==> config.mk <==
export PLATFORM = sky130hd
export DESIGN_NAME = trena_multimodo
export DESIGN_NICKNAME = d
export VERILOG_FILES = /design/src/rtl/trena_multimodo.sv
export SDC_FILE = /design/constraint.sdc
export NUM_CORES = 1
export LEC_CHECK = 0
export BUFFER_PORTS_ARGS = -buffer_cell sky130_fd_sc_hd__buf_4
export CELL_PAD_IN_SITES_DETAIL_PLACEMENT = 1
export CELL_PAD_IN_SITES_GLOBAL_PLACEMENT = 2
export CORE_MARGIN = 3
export CORE_UTILIZATION = 35
export CTS_BUF_LIST = sky130_fd_sc_hd__clkbuf_4
export DETAILED_ROUTE_END_ITERATION = 10
export PLACE_DENSITY = 0.86
export RECOVER_POWER = 50
export SLEW_MARGIN = 20
export SYNTH_ARGS = -nofsm -noshare
export SYNTH_HDL_FRONTEND = slang
export SYNTH_SLANG_ARGS = --single-unit
==> constraint.sdc <==
create_clock -name clock -period 4.7 [get_ports clock]
set_input_delay 0.705 -clock clock [delete_from_list [all_inputs] [get_ports clock]]
set_output_delay 0.705 -clock clock [all_outputs]
set_load 0.02 [all_outputs]
==> src/rtl/trena_multimodo.sv <==
// Ultrasonic range finder: triggers the sensor, times the echo directly in BCD centimetres
// and streams the result as ASCII digits plus a terminator to a byte-oriented serial TX.
module trena_multimodo #(
    parameter int          DIGITOS        = 3,
    parameter int          TRIG_CICLOS    = 500,
    parameter int          CICLOS_POR_CM  = 2941,
    parameter int          TIMEOUT_CICLOS = 1500000,
    parameter int          PERIODO_CICLOS = 5000000,
    parameter logic [7:0]  TERMINADOR     = 8'h23
) (
    input  logic                   clock,
    input  logic                   reset,
    input  logic                   mensurar,
    input  logic                   modo_continuo,
    input  logic                   echo,
    input  logic                   tx_pronto,
    output logic                   trigger,
    output logic                   tx_partida,
    output logic [7:0]             tx_dado,
    output logic [4*DIGITOS-1:0]   medida,
    output logic                   pronto,
    output logic                   erro_timeout,
    output logic [3:0]             db_estado
);

    localparam int T_A   = (TRIG_CICLOS > TIMEOUT_CICLOS) ? TRIG_CICLOS : TIMEOUT_CICLOS;
    localparam int T_MAX = (T_A > PERIODO_CICLOS) ? T_A : PERIODO_CICLOS;
    localparam int TW    = $clog2(T_MAX + 1);
    localparam int CW    = $clog2(CICLOS_POR_CM + 1);
    localparam int IW    = $clog2(DIGITOS + 1);

    localparam logic [TW-1:0] TRIG_FIM = TW'(TRIG_CICLOS - 1);
    localparam logic [TW-1:0] TO_FIM   = TW'(TIMEOUT_CICLOS - 1);
    localparam logic [TW-1:0] PER_FIM  = TW'(PERIODO_CICLOS - 1);
    localparam logic [CW-1:0] CM_FIM   = CW'(CICLOS_POR_CM - 1);

    typedef enum logic [3:0] {
        INICIAL     = 4'd0,
        PREPARA     = 4'd1,
        TRIGGER     = 4'd2,
        ESPERA_ECHO = 4'd3,
        MEDE        = 4'd4,
        ARMAZENA    = 4'd5,
        ENVIA       = 4'd6,
        ESPERA_TX   = 4'd7,
        FINAL       = 4'd8,
        PERIODO     = 4'd9,
        ERRO        = 4'd15
    } estado_t;

    estado_t              estado, proximo;
    logic [TW-1:0]        timer;
    logic [CW-1:0]        sub;
    logic [4*DIGITOS-1:0] acc;
    logic [IW-1:0]        indice;
    logic                 fim;

    // Decimal increment; a carry out of the top digit means all nines, so hold the value.
    function automatic logic [4*DIGITOS-1:0] bcd_inc(input logic [4*DIGITOS-1:0] v);
        logic [4*DIGITOS-1:0] r;
        logic                 carry;
        r     = v;
        carry = 1'b1;
        for (int i = 0; i < DIGITOS; i++) begin
            if (carry) begin
                if (r[4*i +: 4] == 4'd9) begin
                    r[4*i +: 4] = 4'd0;
                end else begin
                    r[4*i +: 4] = r[4*i +: 4] + 4'd1;
                    carry       = 1'b0;
                end
            end
        end
        return carry ? v : r;
    endfunction

    always_comb begin
        proximo = estado;
        case (estado)
            INICIAL:     if (mensurar) proximo = PREPARA;
            PREPARA:     proximo = TRIGGER;
            TRIGGER:     if (timer == TRIG_FIM) proximo = ESPERA_ECHO;
            ESPERA_ECHO: if (echo) proximo = MEDE;
                         else if (timer == TO_FIM) proximo = ERRO;
            MEDE:        if (!echo) proximo = ARMAZENA;
                         else if (timer == TO_FIM) proximo = ERRO;
            ARMAZENA:    proximo = ENVIA;
            ENVIA:       proximo = ESPERA_TX;
            ESPERA_TX:   if (tx_pronto) proximo = fim ? FINAL : ENVIA;
            FINAL:       proximo = modo_continuo ? PERIODO : INICIAL;
            PERIODO:     if (!modo_continuo) proximo = INICIAL;
                         else if (timer == PER_FIM) proximo = PREPARA;
            ERRO:        proximo = modo_continuo ? PERIODO : INICIAL;
            default:     proximo = INICIAL;
        endcase
    end

    always_ff @(posedge clock) begin
        if (reset) begin
            estado       <= INICIAL;
            timer        <= '0;
            sub          <= '0;
            acc          <= '0;
            indice       <= '0;
            fim          <= 1'b0;
            trigger      <= 1'b0;
            tx_partida   <= 1'b0;
            tx_dado      <= 8'h00;
            medida       <= '0;
            pronto       <= 1'b0;
            erro_timeout <= 1'b0;
        end else begin
            estado <= proximo;

            // The cycle that detects echo already counts as one echo-high cycle.
            if (estado == ESPERA_ECHO && proximo == MEDE) timer <= TW'(1);
            else if (proximo != estado)                   timer <= '0;
            else                                          timer <= timer + 1'b1;

            if (estado == PREPARA) begin
                sub <= '0;
                acc <= '0;
            end else if (echo && (estado == ESPERA_ECHO || estado == MEDE)) begin
                if (sub == CM_FIM) begin
                    sub <= '0;
                    acc <= bcd_inc(acc);
                end else begin
                    sub <= sub + 1'b1;
                end
            end

            trigger    <= (proximo == TRIGGER);
            pronto     <= (proximo == FINAL);
            tx_partida <= (estado == ENVIA);
            if (estado == ENVIA)
                tx_dado <= fim ? TERMINADOR : 8'h30 + {4'h0, medida[4*indice +: 4]};
            if (proximo == ARMAZENA) medida <= acc;

            if (proximo == PREPARA)   erro_timeout <= 1'b0;
            else if (proximo == ERRO) erro_timeout <= 1'b1;

            if (estado == ARMAZENA) begin
                indice <= IW'(DIGITOS - 1);
                fim    <= 1'b0;
            end else if (estado == ESPERA_TX && tx_pronto && !fim) begin
                if (indice == '0) fim    <= 1'b1;
                else              indice <= indice - 1'b1;
            end
        end
    end

    assign db_estado = estado;

endmodule
==> flow_metrics.py <==
metrics = {
    "layout": {
        "layout_common_cells": "dfxtp_1, nor2_1, nand2_1, nor3_1, clkbuf_1",
        "seqCellArea_sq_um": 1520,
        "final_common_cell": "dfxtp_1",
        "multi_input_area_sq_um": 2100,
        "nFillCells": 1290,
        "diodes": 0,
        "drive_above_1_share_pct": 6.82,
        "post-route-util_pct": 40.1,
        "syn2layout_area_growth_pct": 10.3,
        "fin_cells": 620,
        "finalNetCount": 488,
    },
    "synth": {
        "synth_cell_type_count": 53,
        "ys_ff_latch": 76,
        "synthFlopType": "dfxtp_1",
        "ys_warn_count": 0,
        "synthCells": 455,
        "synth-edff-count": 0,
        "ys_seq_area_share_pct": 40.4,
        "synth.avg_cell_area_sq_um": 8.27,
        "synth_area_sq_um": 3760,
        "ys_async_sr_fraction_pct": 0,
    },
    "setup_path": {
        "arrival_ns": 3.05,
        "r2r_slack_ns": 2.01,
        "critPathLaunchType": "flop",
        "crit_path_top_delay_cell": "dfxtp_1",
        "cp.required_ns": 5.06,
        "criticalPathCategory": "reg2reg",
        "path_max_fanout": 19,
        "slowest_delay_ns": 0.71,
        "end_kind": "flop",
        "path_cells": "nor3b_1 > o21ai_0 > nor3_1 > nand2_1 > or3_1 > a21oi_1",
    },
    "cts": {
        "cts_buffers": 9,
        "cts.sinks": 76,
        "root_buffer": "clkbuf_4",
        "clkTransAtPathRegs_ns": 0.14,
        "htree_levels": 3,
        "cts_resized": 0,
        "cts-hold-fix-buffers": 0,
        "cts_tree": "done",
        "clockBufferDepth": 2,
        "insertion_delay_ns": 0.42,
        "post-cts-setup-buffers": 0,
    },
    "power_and_ir_drop": {
        "power_w": 0.00118,
        "pwr-share-seq_pct": 55.8,
        "p_comb_share_pct": 5.9,
        "power.density_nw_per_um2": 284,
        "cell_internal_pwr_w": 0.000883,
        "worst_ir_drop_vdd_mv": 0.120,
        "clkPwrFrac_pct": 38.2,
        "netSwitchingFraction_pct": 25.2,
        "p_leak_nw": 1.31,
        "p_sw_w": 0.000297,
    },
    "grt": {
        "grt-ovfl-total": 0,
        "grt_max_degree": 32,
        "antenna_found_initial": 0,
        "track_usage_pct": 16.8,
        "grt_pass1_vias": 3336,
        "grt_pass1_wl_microns": 16100,
    },
    "placement": {
        "finalWeightedCongestion": 0.863,
        "dpl.hpwl_microns": 6890,
        "io_buffers": 31,
        "dp.cells": 604,
    },
    "hold_path": {
        "hp-class": "reg2reg",
    },
    "floorplanning": {
        "dieArea_sq_um": 12000,
        "io_pins": 34,
        "coreArea_sq_um": 10400,
        "rows": 37,
        "chipHeight_microns": 110,
        "die_x_microns": 110,
        "start_util_pct": 36.3,
    },
    "sta": {
        "finalCritPeriodShare_pct": 57.3,
        "rsz0062_at_grt": "false",
        "tns_ns": 0,
        "skew_ns": 0.0214,
        "fin_crit_ns": 2.69,
        "report.final.hold_viol_count": 0,
        "slew_violations": 0,
        "slew_headroom_pct": 41.1,
        "fmax_mhz": 371,
        "worstMarginPinSlew_ns": 0.884,
        "setup_violations": 0,
    },
    "detailed_routing": {
        "vias_per_cell": 5.31,
        "routed_wl_microns": 9560,
        "num_vias": 3294,
        "dr.pass1.iters": 5,
        "drc": 0,
        "drtAntennaViolNets": 0,
        "wl_per_cell_microns": 15.4,
        "drt_iter0_drc": 149,
    },
    "flow_run": {
        "maxCapViolCount": 0,
    },
    "run_status": {
        "outcome": "complete, no violations",
    },
}
-- sequential cells by signal (all words and copies together) (netlist names), 2 cells and up --
| name | cells |
|---|---|
| timer | 23 |
| indice | 2 |
| sub | 12 |
| medida | 12 |
| db_estado | 4 |
| acc | 12 |
| tx_dado | 6 |
-- logic make-up (layout without fill, tap and decap cells) --
family | count (synthesis) | in the layout | share of synthesized area, %
AND/OR/NAND/NOR | 232 | 232 | 32.5
buffers and inverters | 36 | 64 | 3.99
flip-flops | 76 | 76 | 40.4
adder cells (fa/ha/maj) | 3 | 3 | 0.997
other | 1 | 2 | 0.0996
multiplexers | 20 | 20 | 5.32
AO/OA/AOI/OAI | 50 | 50 | 8.04
XOR/XNOR | 37 | 37 | 8.61
-- worst max-delay path: cells and delay by family (launching register included) --
family             cells  cell delay (ns)
and+or+nand+nor        4             1.40
DFF                    1             0.71
AOI/OAI and AO/OA      2             0.50
-- routing by layer --
layer / part of all wire (%) / vias to the layer above / global-route usage (%)
met5: 0 / - / 0
met4: 1.8 / 0 / 5.25
met3: 2.6 / 12 / 3.58
met2: 50 / 43 / 29.1
met1: 46 / 1613 / 20.7
li1: - / 1626 / -
-- through the flow --
step | instance area (sq um) | setup slack [ns] | hold slack (ns)
6_report | 4150 | 2.01 | 0.463
2_1_floorplan | 3770 | 2.57 | 0.466
4_1_cts | 4260 | 2.13 | 0.468
3_5_place_dp | 4100 | 2.17 | 0.451
5_1_grt | 4150 | 1.71 | 0.484
3_3_place_gp | 4100 | 2.21 | 0.435
-- layout make-up --
class | instances | share of cell area (%)
Timing Repair Buffer | 34 | 3.70
Clock inverter | 7 | 2.20
Inverter | 14 | 1.27
Multi-Input combinational cell | 344 | 50.5
Tap cell | 136 | 4.10
Sequential cell | 76 | 36.6
Clock buffer | 9 | 1.63
-- power by group through the flow --
stage / combinational, W / clock (W) / sequential (W)
6_report: 0.0000699 / 0.000451 / 0.000659
5_1_grt: 0.0000780 / 0.000494 / 0.000661
4_1_cts: 0.0000724 / 0.000462 / 0.000659
3_5_place_dp: 0.0000716 / 0 / 0.000673
3_3_place_gp: 0.0000713 / 0 / 0.000673
2_1_floorplan: 0.0000543 / 0 / 0.000668
-- worst paths after layout --
kind,start,to,cells past startpoint
worst max-delay path,db_estado[2]$_SDFF_PP0_,acc[1]$_SDFFE_PP0P_,6
worst min-delay path,tx_dado[5]$_SDFFE_PP0P_,tx_dado[5]$_SDFFE_PP0P_,2
worst max register to register,db_estado[2]$_SDFF_PP0_,acc[1]$_SDFFE_PP0P_,6
worst min register to register,tx_dado[5]$_SDFFE_PP0P_,tx_dado[5]$_SDFFE_PP0P_,2
-- Yosys cell counts (all sizes together) (2+ instances only) --
cell,number,area (sq um)
nor4b,3,32.5
dfxtp,76,1520
xor2,17,149
a31o,2,17.5
or3,7,48.8
nand3b,3,22.5
and3,3,18.8
mux2i,20,200
nor3b,4,30.0
or3b,2,17.5
nor4,8,71.3
a311oi,2,17.5
a22oi,3,22.5
nor2b,8,50.1
nand4b,5,43.8
nor2,69,259
nand2b,6,37.5
nand2,36,135
nand4bb,3,33.8
a21o,2,15.0
clkbuf,14,52.6
buf,8,45.0
or2,4,25.0
xnor2,20,175
a21oi,21,105
inv,14,52.6
nor3,35,175
nand4,8,50.1
nand3,16,80.1
ha,3,37.5
or4,8,60.1
o21ai,11,55.1
Power figures use the tool's default switching activity.
